## src/rtl/viterbi_ber_test_ctrl_if.sv

```systemverilog
// Codec-chain link between the BER test sequencer and the encoder ->
// channel -> Viterbi decoder datapath.
//   enc_en_o    encoder enable            (sequencer -> encoder)
//   enc_data_o  encoder information bit   (sequencer -> encoder)
//   enc_valid_i encoder output-valid      (encoder -> sequencer)
//   chan_i      encoder output symbol     (encoder -> sequencer)
//   chan_o      registered/corrupted symbol (sequencer -> decoder)
//   dec_en_o    decoder enable            (sequencer -> decoder)
//   dec_data_i  decoder output bit        (decoder -> sequencer)
// master = sequencer side, slave = codec chain side.
interface viterbi_ber_test_ctrl_if;
  logic       enc_en_o;
  logic       enc_data_o;
  logic       enc_valid_i;
  logic [1:0] chan_i;
  logic [1:0] chan_o;
  logic       dec_en_o;
  logic       dec_data_i;

  modport master (
    output enc_en_o, enc_data_o, chan_o, dec_en_o,
    input  enc_valid_i, chan_i, dec_data_i
  );

  modport slave (
    input  enc_en_o, enc_data_o, chan_o, dec_en_o,
    output enc_valid_i, chan_i, dec_data_i
  );
endinterface

```

## src/rtl/viterbi_ber_test_ctrl.sv

```systemverilog
// Bit-error-rate test sequencer for the encoder -> channel -> Viterbi chain.
// Sends a PRBS-7 stream for num_bits cycles, owns the channel register and
// flips symbol bits periodically, gates the decoder enable and compares the
// decoded stream against a LAT-deep delayed copy of the sent bits.
// Ports:
//   clk, rst            clock, synchronous active-high reset
//   start               launch request (sampled only when idle)
//   num_bits            information bits to send (0 = immediate done)
//   err_period          injection period in valid symbols, 0 = off
//   err_burst           corrupted symbols at the end of each period
//   err_mask            symbol bits flipped on corrupted symbols
//   chain               codec-chain link (master modport)
//   busy, done          status: not idle / one-cycle completion pulse
//   inj_ct, err_ct      flipped channel bits / decoded mismatches (saturating)
module viterbi_ber_test_ctrl #(
  parameter int LAT = 34,
  parameter int CW  = 16,
  parameter int PW  = 4
) (
  input  logic          clk,
  input  logic          rst,
  input  logic          start,
  input  logic [CW-1:0] num_bits,
  input  logic [PW-1:0] err_period,
  input  logic [PW-1:0] err_burst,
  input  logic [1:0]    err_mask,
  viterbi_ber_test_ctrl_if.master chain,
  output logic          busy,
  output logic          done,
  output logic [CW-1:0] inj_ct,
  output logic [CW-1:0] err_ct
);

  typedef enum logic [1:0] {IDLE, RUN, DRAIN, DONE} state_t;

  state_t        state, state_nxt;
  logic [CW-1:0] nb_q, sent, checked;
  logic [PW-1:0] period_q, burst_q, phase, burst_eff, inj_thr;
  logic [1:0]    mask_q, mask_pop;
  logic [6:0]    lfsr;
  logic [LAT-1:0] ref_en_p, ref_dat_p;
  logic          accept, inj, cmp_en, mism, last_sent, last_chk;

  function automatic logic [CW-1:0] sat_add(input logic [CW-1:0] a,
                                            input logic [1:0]    b);
    logic [CW:0] s;
    s = {1'b0, a} + {{(CW-1){1'b0}}, b};
    return s[CW] ? {CW{1'b1}} : s[CW-1:0];
  endfunction

  assign busy             = (state != IDLE);
  assign done             = (state == DONE);
  assign chain.enc_en_o   = (state == RUN);
  assign chain.enc_data_o = (state == RUN) & lfsr[6];
  assign accept           = (state == IDLE) & start;
  assign cmp_en           = ref_en_p[LAT-1];
  assign mism             = cmp_en & (chain.dec_data_i != ref_dat_p[LAT-1]);
  assign last_sent        = (sent == nb_q - CW'(1));
  // The final compare edge is the one that moves DRAIN to DONE, so done
  // lands exactly LAT+1 cycles after the last enabled cycle.
  assign last_chk         = cmp_en & (checked == nb_q - CW'(1));

  // Burst is clamped to the period so the threshold never underflows;
  // burst >= period therefore corrupts every valid symbol.
  always_comb begin
    burst_eff = (burst_q > period_q) ? period_q : burst_q;
    inj_thr   = period_q - burst_eff;
    inj       = chain.enc_valid_i & busy & (period_q != '0) & (phase >= inj_thr);
    mask_pop  = {1'b0, mask_q[0]} + {1'b0, mask_q[1]};
  end

  always_comb begin
    state_nxt = state;
    case (state)
      IDLE:    if (start) state_nxt = (num_bits != '0) ? RUN : DONE;
      RUN:     if (last_sent) state_nxt = DRAIN;
      DRAIN:   if (last_chk) state_nxt = DONE;
      DONE:    state_nxt = IDLE;
      default: state_nxt = IDLE;
    endcase
  end

  always_ff @(posedge clk) begin
    if (rst) begin
      state    <= IDLE;
      nb_q     <= '0;
      period_q <= '0;
      burst_q  <= '0;
      mask_q   <= '0;
      lfsr     <= 7'h7F;
      phase    <= '0;
      sent     <= '0;
      checked  <= '0;
      inj_ct   <= '0;
      err_ct   <= '0;
    end else begin
      state <= state_nxt;
      if (accept) begin
        nb_q     <= num_bits;
        period_q <= err_period;
        burst_q  <= err_burst;
        mask_q   <= err_mask;
        lfsr     <= 7'h7F;
        phase    <= '0;
        sent     <= '0;
        checked  <= '0;
        inj_ct   <= '0;
        err_ct   <= '0;
      end else begin
        if (state == RUN) begin
          lfsr <= {lfsr[5:0], lfsr[6] ^ lfsr[5]};
          sent <= sent + CW'(1);
        end
        if (chain.enc_valid_i & busy)
          phase <= ((period_q == '0) || (phase == period_q - PW'(1))) ? '0 : phase + PW'(1);
        if (inj)
          inj_ct <= sat_add(inj_ct, mask_pop);
        if (cmp_en) begin
          checked <= checked + CW'(1);
          if (mism) err_ct <= sat_add(err_ct, 2'd1);
        end
      end
    end
  end

  // ---- channel register stage / reference delay line (runs in all states)
  always_ff @(posedge clk) begin
    if (rst) begin
      chain.chan_o   <= '0;
      chain.dec_en_o <= 1'b0;
      ref_en_p       <= '0;
      ref_dat_p      <= '0;
    end else begin
      chain.chan_o   <= chain.chan_i ^ (inj ? mask_q : 2'b00);
      chain.dec_en_o <= chain.enc_valid_i;
      ref_en_p       <= {ref_en_p[LAT-2:0], chain.enc_en_o};
      ref_dat_p      <= {ref_dat_p[LAT-2:0], chain.enc_data_o};
    end
  end

endmodule

```

## src/flat_wrapper.sv

```systemverilog
// flat-port wrapper written by rule: the top's interface ports become plain ports
module viterbi_ber_test_ctrl_flat 
#(
  parameter int LAT = 34,
  parameter int CW  = 16,
  parameter int PW  = 4
)
  (clk, rst, start, num_bits, err_period, err_burst, err_mask, busy, done, inj_ct, err_ct, chain_enc_en_o, chain_enc_data_o, chain_chan_o, chain_dec_en_o, chain_enc_valid_i, chain_chan_i, chain_dec_data_i);
  viterbi_ber_test_ctrl_if chain_i ();
  input  logic clk;
  input  logic rst;
  input  logic start;
  input  logic [CW-1:0] num_bits;
  input  logic [PW-1:0] err_period;
  input  logic [PW-1:0] err_burst;
  input  logic [1:0] err_mask;
  output logic busy;
  output logic done;
  output logic [CW-1:0] inj_ct;
  output logic [CW-1:0] err_ct;
  output wire logic [$bits(chain_i.enc_en_o)-1:0] chain_enc_en_o;
  output wire logic [$bits(chain_i.enc_data_o)-1:0] chain_enc_data_o;
  output wire logic [$bits(chain_i.chan_o)-1:0] chain_chan_o;
  output wire logic [$bits(chain_i.dec_en_o)-1:0] chain_dec_en_o;
  input wire logic [$bits(chain_i.enc_valid_i)-1:0] chain_enc_valid_i;
  input wire logic [$bits(chain_i.chan_i)-1:0] chain_chan_i;
  input wire logic [$bits(chain_i.dec_data_i)-1:0] chain_dec_data_i;
  assign chain_enc_en_o = chain_i.enc_en_o;
  assign chain_enc_data_o = chain_i.enc_data_o;
  assign chain_chan_o = chain_i.chan_o;
  assign chain_dec_en_o = chain_i.dec_en_o;
  assign chain_i.enc_valid_i = chain_enc_valid_i;
  assign chain_i.chan_i = chain_chan_i;
  assign chain_i.dec_data_i = chain_dec_data_i;
  viterbi_ber_test_ctrl #(.LAT(LAT), .CW(CW), .PW(PW)) u_core (.clk(clk), .rst(rst), .start(start), .num_bits(num_bits), .err_period(err_period), .err_burst(err_burst), .err_mask(err_mask), .chain(chain_i), .busy(busy), .done(done), .inj_ct(inj_ct), .err_ct(err_ct));
endmodule
```

## config.mk

```make
export PLATFORM = sky130hd
export DESIGN_NAME = viterbi_ber_test_ctrl_flat
export DESIGN_NICKNAME = d
export VERILOG_FILES = /design/src/rtl/viterbi_ber_test_ctrl_if.sv /design/src/rtl/viterbi_ber_test_ctrl.sv /design/src/flat_wrapper.sv
export SDC_FILE = /design/constraint.sdc
export NUM_CORES = 1
export LEC_CHECK = 0
export ABC_CLOCK_PERIOD_IN_PS = 7400
export BUFFER_PORTS_ARGS = -buffer_cell sky130_fd_sc_hd__buf_2
export CAP_MARGIN = 5
export CORE_AREA = 2 2 123 149
export DETAILED_ROUTE_END_ITERATION = 12
export DIE_AREA = 0 0 125 151
export PLACE_DENSITY = 0.62
export REMOVE_ABC_BUFFERS = 1
export SYNTH_ARGS = -nofsm -noshare
export SYNTH_HDL_FRONTEND = slang
export SYNTH_SLANG_ARGS = --single-unit
```

## constraint.sdc

```tcl
create_clock -name clk -period 7.4 [get_ports clk]
set_clock_uncertainty 0.1 [all_clocks]
set_input_delay 0 -clock clk [delete_from_list [all_inputs] [get_ports clk]]
set_output_delay 0 -clock clk [all_outputs]
set_load 0.05 [all_outputs]
```

## Word level (Yosys, flattened, before mapping)

Cells that the tools add are included.

- Logic and storage cells: 64
- Input bits: 33
- Bits in registers: 174
- Output and inout bits: 39

- Bitwise operators: 9
- Reduce and logical (&&, ||, !) cells: 9
- Add/subtract/negate cells: 9
- $lt $le $gt $ge: 2
- Muxes and demuxes: 10
- Equal/unequal tests: 10

Operators by type and width:

| cell | count |
|---|---|
| 16-bit by 1-bit adder with 16-bit output, second input constant | 2 |
| 16-bit equality test | 2 |
| 16-bit 2-to-1 mux | 2 |
| 16-bit by 1-bit adder with 17-bit output, second input constant | 1 |
| 16-bit by 2-bit adder with 17-bit output | 1 |
| 16-bit nonzero test | 1 |
| 16-bit by 1-bit subtractor with 16-bit output, second input constant | 1 |
| 2-bit 2-to-1 mux | 5 |
| 4-bit 2-to-1 mux | 2 |
| 2-bit one-hot mux with 4 select lines | 1 |
| 1-bit bitwise AND | 7 |
| 4-bit by 1-bit adder with 4-bit output, second input constant | 1 |
| 2-bit equality test, second input constant | 2 |
| 4-bit equality test | 1 |
| 4-bit >= comparator | 1 |
| 4-bit > comparator | 1 |
| 4-bit zero test | 1 |
| 2-bit by 1-bit inequality test with 1-bit output, second input constant | 2 |
| 4-bit nonzero test | 1 |
| 4-bit by 1-bit subtractor with 4-bit output, second input constant | 1 |
| 4-bit subtractor | 1 |
| 3-bit AND reduction | 1 |
| 1-bit by 1-bit adder with 2-bit output | 1 |
| 2-bit by 1-bit equality test with 1-bit output, second input constant | 1 |
| 9 further kinds | 9 |

## Longest topological paths before layout

Gate-level depths: netlist (run 1).

- Depth in word-level cells: 7
- Gate-level depth with buffers: 21
- Gate-level depth less buffers: 20

## Least setup slack after synthesis (run 1)

No wires, ideal clock.

- Path kind: register to register
- Start point: register u_core.period_q[1]
- End point: register u_core.inj_ct[15]
- Clock period less this slack: 4297 ps
- Stages on the path, launching flop included: 20
- Required time: 7148 ps
- Arrival: 4045 ps
- Slack: 3103 ps
- Buffers on the path: 0
- Library setup time: 152 ps
- Cells stage by stage: dfxtp_1 -> inv_1 -> ha_1 -> nor2b_1 -> o21ai_0 -> nand2b_1 -> a21oi_1 -> a41o_1 -> nand2_1 -> o21ai_0 -> ha_1 -> fa_1 -> ha_1 -> a21o_1 -> a21o_1 -> a21oi_1 -> or4b_2 -> nor4_1 -> nor3b_1 -> a211oi_1

- Longest elaborated chain between the ends: 5
- Elaborated cells between the ends (all ways): 7
- Those cells by class: 1 x add/sub; 2 x order compare; 1 x mux; 2 x bitwise; 1 x reduce/logical

Ends and longest elaborated chain:

| what | RTL line | RTL |
|---|---|---|
| from (decl) | viterbi_ber_test_ctrl.sv:38 | `logic [PW-1:0] period_q, burst_q, phase, burst_eff, inj_thr;` |
| from (signal assigned) | viterbi_ber_test_ctrl.sv:100 | `period_q <= err_period;` |
| 4-bit > comparator | viterbi_ber_test_ctrl.sv:66 | `burst_eff = (burst_q > period_q) ? period_q : burst_q;` |
| 4-bit 2-to-1 mux | viterbi_ber_test_ctrl.sv:66 |  |
| 4-bit subtractor | viterbi_ber_test_ctrl.sv:67 | `inj_thr = period_q - burst_eff;` |
| 4-bit >= comparator | viterbi_ber_test_ctrl.sv:68 | `inj = chain.enc_valid_i & busy & (period_q != '0) & (phase >= inj_thr);` |
| 1-bit bitwise AND (*) | viterbi_ber_test_ctrl.sv:68 |  |
| to (signal assigned) | viterbi_ber_test_ctrl.sv:117 | `inj_ct <= sat_add(inj_ct, mask_pop);` |
| to (decl) | viterbi_ber_test_ctrl.sv:30 | `output logic [CW-1:0] inj_ct,` |

Every way passes the cells marked *; elsewhere a longest branch is shown, timed or not.
A chain may end at the register's enable or synchronous reset.

## Worst setup path in the final report (run 1)

Same ends and word-level chain as after synthesis.

==> impl_metrics.env, run 1 <==
export IMPL_relSlewSlack=0.448
export IMPL_slew_viol_final=0
export IMPL_area_growth_pct=21.1
export IMPL_start_util=0.445
export IMPL_grt_pass1_wl_mm=27.8
export IMPL_yosys_warnings=0
export IMPL_maxCapViolCount=0
export IMPL_critPathSlowestCell="or4b_2"
export IMPL_max_stage_delay_ps=700
export IMPL_p_sw_frac=0.333
export IMPL_drcViolationCount=0
export IMPL_synth_flop_cell="dfxtp_1"
export IMPL_min_period_ps=4760
export IMPL_fmax_mhz=210
export IMPL_post_cts_resized=0
export IMPL_start_kind="register"
export IMPL_cts_inserted_buffers=17
export IMPL_power_leakage_nw=3.67
export IMPL_cp_required_ps=7580
export IMPL_vias=6142
export IMPL_post_route_period_util=0.643
export IMPL_synth_seq_cells=174
export IMPL_path_common_cell="ha_1"
export IMPL_pwr_share_comb=0.253
export IMPL_ys_async_sr_fraction=0
export IMPL_mostFrequentLayoutCells="dfxtp_1 (174), nand2_1 (101), nor2b_1 (72)"
export IMPL_cts_max_level=4
export IMPL_synth_area_um2=7720
export IMPL_worstSetupPathType="register to register"
export IMPL_final_util=0.538
export IMPL_clock_power_share=0.353
export IMPL_grt_max_degree=68
export IMPL_max_vdd_ir_drop_mv=0.210
export IMPL_detail_route_wirelength_mm=16.8
export IMPL_seq_power_share=0.395
export IMPL_critical_path_endpoint_type="register"
export IMPL_status="complete, no violations"
export IMPL_drt_iter0_markers=266
export IMPL_nNetsFinal=1036
export IMPL_worstPathCellList="inv_1 -> ha_1 -> nor2b_1 -> o21ai_0 -> nand2b_1 -> a21oi_1 -> a41o_1 -> nand2_1 -> o21ai_0 -> ha_1 -> fa_1 -> ha_1 -> a21o_1 -> a21o_1 -> a21oi_1 -> or4b_2 -> nor4_1 -> nor3b_1 -> a211oi_1"
export IMPL_synth_cell_type_count=60
export IMPL_antenna_diode_count=0
export IMPL_clock_sinks=174
export IMPL_arrival_ps=4940
export IMPL_cts_tree="built"
export IMPL_dieArea_um2=18900
export IMPL_clk_pin_slew_ps=70
export IMPL_wl_per_cell_um=13.9
export IMPL_finalHoldViolCount=0
export IMPL_ios=72
export IMPL_clockBufferDepth=2
export IMPL_antenna_found_initial=0
export IMPL_ant_nets=0
export IMPL_rsz0062_at_grt="no"
export IMPL_setup_viol=0
export IMPL_ys_seq_area_frac=0.451
export IMPL_placementRows=53
export IMPL_die_w_um=125
export IMPL_min_path_type="primary input to register"
export IMPL_tns_ps=0
export IMPL_first_pass_iters=4
export IMPL_grt_total_usage=0.182
export IMPL_synth_edff_count=0
export IMPL_stdcell_count=1212
export IMPL_cts_root_buf="clkbuf_16"
export IMPL_internal_power_mw=1.74
export IMPL_final_common_cell="dfxtp_1"
export IMPL_dp_hpwl_mm=11.3
export IMPL_drive_gt1_frac=0.123
export IMPL_via_per_inst=5.07
export IMPL_gp_congestion=0.879
export IMPL_power_density_nw_per_um2=279
export IMPL_core_area_um2=17400
export IMPL_p_sw_mw=0.868
export IMPL_dpl_cell_count=1126
export IMPL_clk_latency_ps=430
export IMPL_numPortBuffers=71
export IMPL_worstPathMaxFanout=7
export IMPL_avgSynthCellArea_um2=8.82
export IMPL_die_h_um=151
export IMPL_synthCells=876
export IMPL_worst_pin_slew_ps=828
export IMPL_grt_ovfl_total=0
export IMPL_grt_pass1_vias=5763
==> per-stage QoR <==
stage	cell area (um^2)	hold slack, ps	worst slack, ps	total power [mW]
final	9350	10.2	2640	2.60
after global routing	9350	52.7	2180	2.74
after CTS	9350	8.04	2670	2.63
after detailed placement	8190	147	2700	1.67
after global placement	8190	148	2770	1.66
after floorplan	7520	-30.9	3060	1.50
==> kinds of logic (layout without fill, tap and decap cells) <==
| family | Yosys count | in the layout | synth area share |
|---|---|---|---|
| DFF | 174 | 174 | 0.451 |
| and+or+nand+nor | 374 | 374 | 0.250 |
| adders and majority gates | 24 | 24 | 0.0408 |
| xor gates and xnor gates | 96 | 96 | 0.109 |
| buffers and inverters | 75 | 191 | 0.0407 |
| AOI/OAI and AO/OA | 119 | 119 | 0.0899 |
| muxes | 14 | 14 | 0.0190 |
==> power groups by stage <==
| stage | logic (mW) | registers, mW | clock network, mW |
|---|---|---|---|
| 6_report | 0.658 | 1.03 | 0.919 |
| 5_1_grt | 0.732 | 1.03 | 0.975 |
| 4_1_cts | 0.659 | 1.03 | 0.940 |
| 3_5_place_dp | 0.617 | 1.05 | 0 |
| 3_3_place_gp | 0.614 | 1.05 | 0 |
| 2_1_floorplan | 0.465 | 1.04 | 0 |
==> synthesized netlist by cell type, types with 21 or more instances <==
| cell | n | area share |
|---|---|---|
| a21oi_1 | 67 | 0.043 |
| clkbuf_1 | 32 | 0.016 |
| dfxtp_1 | 174 | 0.45 |
| ha_1 | 22 | 0.036 |
| inv_1 | 30 | 0.015 |
| nand2_1 | 101 | 0.049 |
| nand3_1 | 31 | 0.020 |
| nor2_1 | 65 | 0.032 |
| nor2b_1 | 72 | 0.058 |
| o21ai_0 | 21 | 0.014 |
| xnor2_1 | 50 | 0.057 |
| xor2_1 | 46 | 0.052 |
==> area by class of cell <==
class | count | area [um^2]
fillers | 1638 | 8020
multi-input cells | 627 | 3930
flip-flops and latches | 174 | 3480
repair buffers | 129 | 928
clock buffers | 17 | 425
well taps | 220 | 275
clock inverters | 15 | 199
inverters | 30 | 113
==> metal layers <==
layer / track usage / wire length [um]
met1: 0.233 / 7980
met4: 0.0678 / 258
met2: 0.310 / 8120
met3: 0.0311 / 445
met5: 0 / 0
==> flip-flops by register name, indices dropped and copies added, names as in the netlist <==
register,flops
u_core.mask_q,2
u_core.chain.dec_en_o,1
u_core.lfsr,7
u_core.state,2
u_core.sent,16
u_core.ref_dat_p,34
u_core.chain.chan_o,2
u_core.checked,16
u_core.burst_q,4
u_core.nb_q,16
u_core.ref_en_p,34
u_core.phase,4
u_core.inj_ct,16
u_core.period_q,4
u_core.err_ct,16
==> path summary, 6_finish.rpt <==
kind	start	end	slack, ps	cells past startpoint
min reg2reg	u_core.ref_en_p[3]	u_core.ref_en_p[4]	330	1
min	start	u_core.lfsr[2]	10	4
max reg2reg	u_core.period_q[1]	u_core.inj_ct[15]	2640	19
max	u_core.period_q[1]	u_core.inj_ct[15]	2640	19
==> what timing repair did <==
item,4_1_cts,5_1_grt
endpoints found under the setup margin,0,0
hold endpoints to repair,40,0
setup buffers,0,0
hold buffers,54,0
==> critical path, delay by kind of cell (launching register included) <==
kind / cells / cell delay (ps)
AOI/OAI and AO/OA: 8 / 1000
adders and majority gates: 4 / 1200
buffers and inverters: 1 / 120
DFF: 1 / 380
and+or+nand+nor: 6 / 1790
Note: power is estimated with default switching activity, not from simulation.
==> inputs of run 2 (changes only) <==
--- a/config.mk
+++ b/config.mk
@@ -5,7 +5,7 @@
 export SDC_FILE = /design/constraint.sdc
 export NUM_CORES = 1
 export LEC_CHECK = 0
-export ABC_CLOCK_PERIOD_IN_PS = 7400
+export ABC_CLOCK_PERIOD_IN_PS = 4410
 export BUFFER_PORTS_ARGS = -buffer_cell sky130_fd_sc_hd__buf_2
 export CAP_MARGIN = 5
 export CORE_AREA = 2 2 123 149
==> constraint.sdc (replaced) <==
create_clock -name clk -period 4.41 [get_ports clk]
set_clock_uncertainty 0.1 [all_clocks]
set_input_delay 0 -clock clk [delete_from_list [all_inputs] [get_ports clk]]
set_output_delay 0 -clock clk [all_outputs]
set_load 0.05 [all_outputs]
==> impl_metrics.env, run 2 (synthesis results as in run 1) <==
export IMPL_min_path_type="primary input to register"
export IMPL_dp_hpwl_mm=11.3
export IMPL_maxCapViolCount=0
export IMPL_dieArea_um2=18900
export IMPL_die_w_um=125
export IMPL_worst_pin_slew_ps=765
export IMPL_drcViolationCount=0
export IMPL_clockBufferDepth=2
export IMPL_dpl_cell_area_um2=8230
export IMPL_final_cell_area_um2=9450
export IMPL_setup_slack_ps=280
export IMPL_ant_nets=0
export IMPL_setup_viol=0
export IMPL_max_stage_delay_ps=550
export IMPL_max_vdd_ir_drop_mv=0.322
export IMPL_cts_tree="built"
export IMPL_clock_sinks=174
export IMPL_numPortBuffers=71
export IMPL_antenna_diode_count=0
export IMPL_first_pass_iters=4
export IMPL_nNetsFinal=1044
export IMPL_via_per_inst=5.14
export IMPL_final_common_cell="dfxtp_1"
export IMPL_die_h_um=151
export IMPL_start_util=0.445
export IMPL_arrival_ps=4330
export IMPL_wl_per_cell_um=13.8
export IMPL_cp_required_ps=4610
export IMPL_power_mw=4.41
export IMPL_grt_ovfl_total=0
export IMPL_grt_pass1_wl_mm=28.1
export IMPL_grt_total_usage=0.182
export IMPL_min_path_cells=4
export IMPL_post_route_period_util=0.937
export IMPL_ios=72
export IMPL_worst_path_stages=20
export IMPL_reg_largest_list="u_core.ref_dat_p: 34 flops, u_core.ref_en_p: 34 flops"
export IMPL_area_growth_pct=22.4
export IMPL_core_area_um2=17400
export IMPL_worstPathCellList="inv_1 -> ha_1 -> nor2b_1 -> o21ai_1 -> nand2b_1 -> a21oi_2 -> a41o_1 -> nand2_1 -> o21ai_0 -> ha_2 -> fa_1 -> ha_1 -> a21o_1 -> a21o_1 -> a21oi_2 -> or4b_4 -> nor4_4 -> buf_4 -> nor3b_2 -> a211oi_1"
export IMPL_critical_path_endpoint_type="register"
export IMPL_worstPathMaxFanout=6
export IMPL_grt_max_degree=65
export IMPL_cp_top_family="simple AND/OR/NAND/NOR gates"
export IMPL_cts_inserted_buffers=17
export IMPL_start_kind="register"
export IMPL_fmax_mhz=242
export IMPL_placementRows=53
export IMPL_crit_buf_inv=2
export IMPL_dp_slack_ps=-11.4
export IMPL_drive_gt1_frac=0.137
export IMPL_power_leakage_nw=3.74
export IMPL_power_density_nw_per_um2=466
export IMPL_worstSetupPathType="register to register"
export IMPL_antenna_found_initial=0
export IMPL_relSlewSlack=0.488
export IMPL_clk_pin_slew_ps=70
export IMPL_clk_latency_ps=430
export IMPL_cts_max_level=4
export IMPL_fill_cells=1637
export IMPL_grt_pass1_vias=5945
export IMPL_worstRegToRegCells=20
export IMPL_status="complete, no violations"
export IMPL_detail_route_wirelength_mm=16.8
export IMPL_critPathSlowestCell="or4b_4"
export IMPL_vias=6272
export IMPL_mostFrequentLayoutCells="dfxtp_1 (173), nand2_1 (101), nor2b_1 (72)"
export IMPL_gp_congestion=0.879
export IMPL_drt_iter0_markers=291
export IMPL_finalHoldViolCount=0
export IMPL_min_period_ps=4130
export IMPL_cts_root_buf="clkbuf_16"
export IMPL_slew_viol_final=0
-- run 2: layout make-up --
| class | count | area [um^2] | share of cell area |
|---|---|---|---|
| Clock inverter | 15 | 198 | 0.0209 |
| Tap cell | 220 | 275 | 0.0291 |
| Timing Repair Buffer | 137 | 988 | 0.105 |
| Sequential cell | 174 | 3480 | 0.369 |
| Multi-Input combinational cell | 627 | 3970 | 0.420 |
| Inverter | 30 | 113 | 0.0119 |
| Clock buffer | 17 | 425 | 0.0450 |
-- run 2: timing repair --
action,CTS,global route
buffers inserted,1,1
endpoints found under the hold margin,42,0
setup endpoints to repair,1,15
resized for setup,1,9
pin swaps,0,3
hold buffers,54,0
-- run 2: final timing paths --
path	from	to	slack [ps]
worst min-delay path	start	u_core.lfsr[6]	10
worst max-delay path	u_core.period_q[1]	u_core.inj_ct[15]	280
worst max register to register	u_core.period_q[1]	u_core.inj_ct[15]	280
worst min register to register	u_core.ref_en_p[26]	u_core.ref_en_p[27]	330
-- run 2: metrics by stage --
| stage | std cells | setup TNS (ps) | util | hold WS (ps) |
|---|---|---|---|---|
| floorplan | 831 | 0 | - | -30.9 |
| global placement | 1132 | 0 | 0.474 | 146 |
| detailed placement | 1132 | -11.4 | 0.474 | 148 |
| CTS | 1219 | 0 | 0.542 | 8.93 |
| global route | 1220 | -58.8 | 0.544 | 70.5 |
| finish | 1220 | 0 | 0.544 | 10.9 |
-- run 2: routing by layer --
metal,vias up,global-route usage,routed length (um),part of all wire
met2,102,0.311,8130,0.48
met5,-,0,0,0
met3,33,0.0321,446,0.027
li1,3179,-,-,-
met4,0,0.0844,464,0.028
met1,2958,0.225,7750,0.46
-- run 2: power by group --
part           internal [mW]  switching (mW)
Sequential              1.63          0.0910
Clock                  0.821           0.717
Combinational          0.484           0.659
Total                   2.94            1.47
-- run 2: tightest hold or removal path: stages --
cell     delay, ps
buf_2          100
and2_1         140
nor2_1         170
nand2_1        100
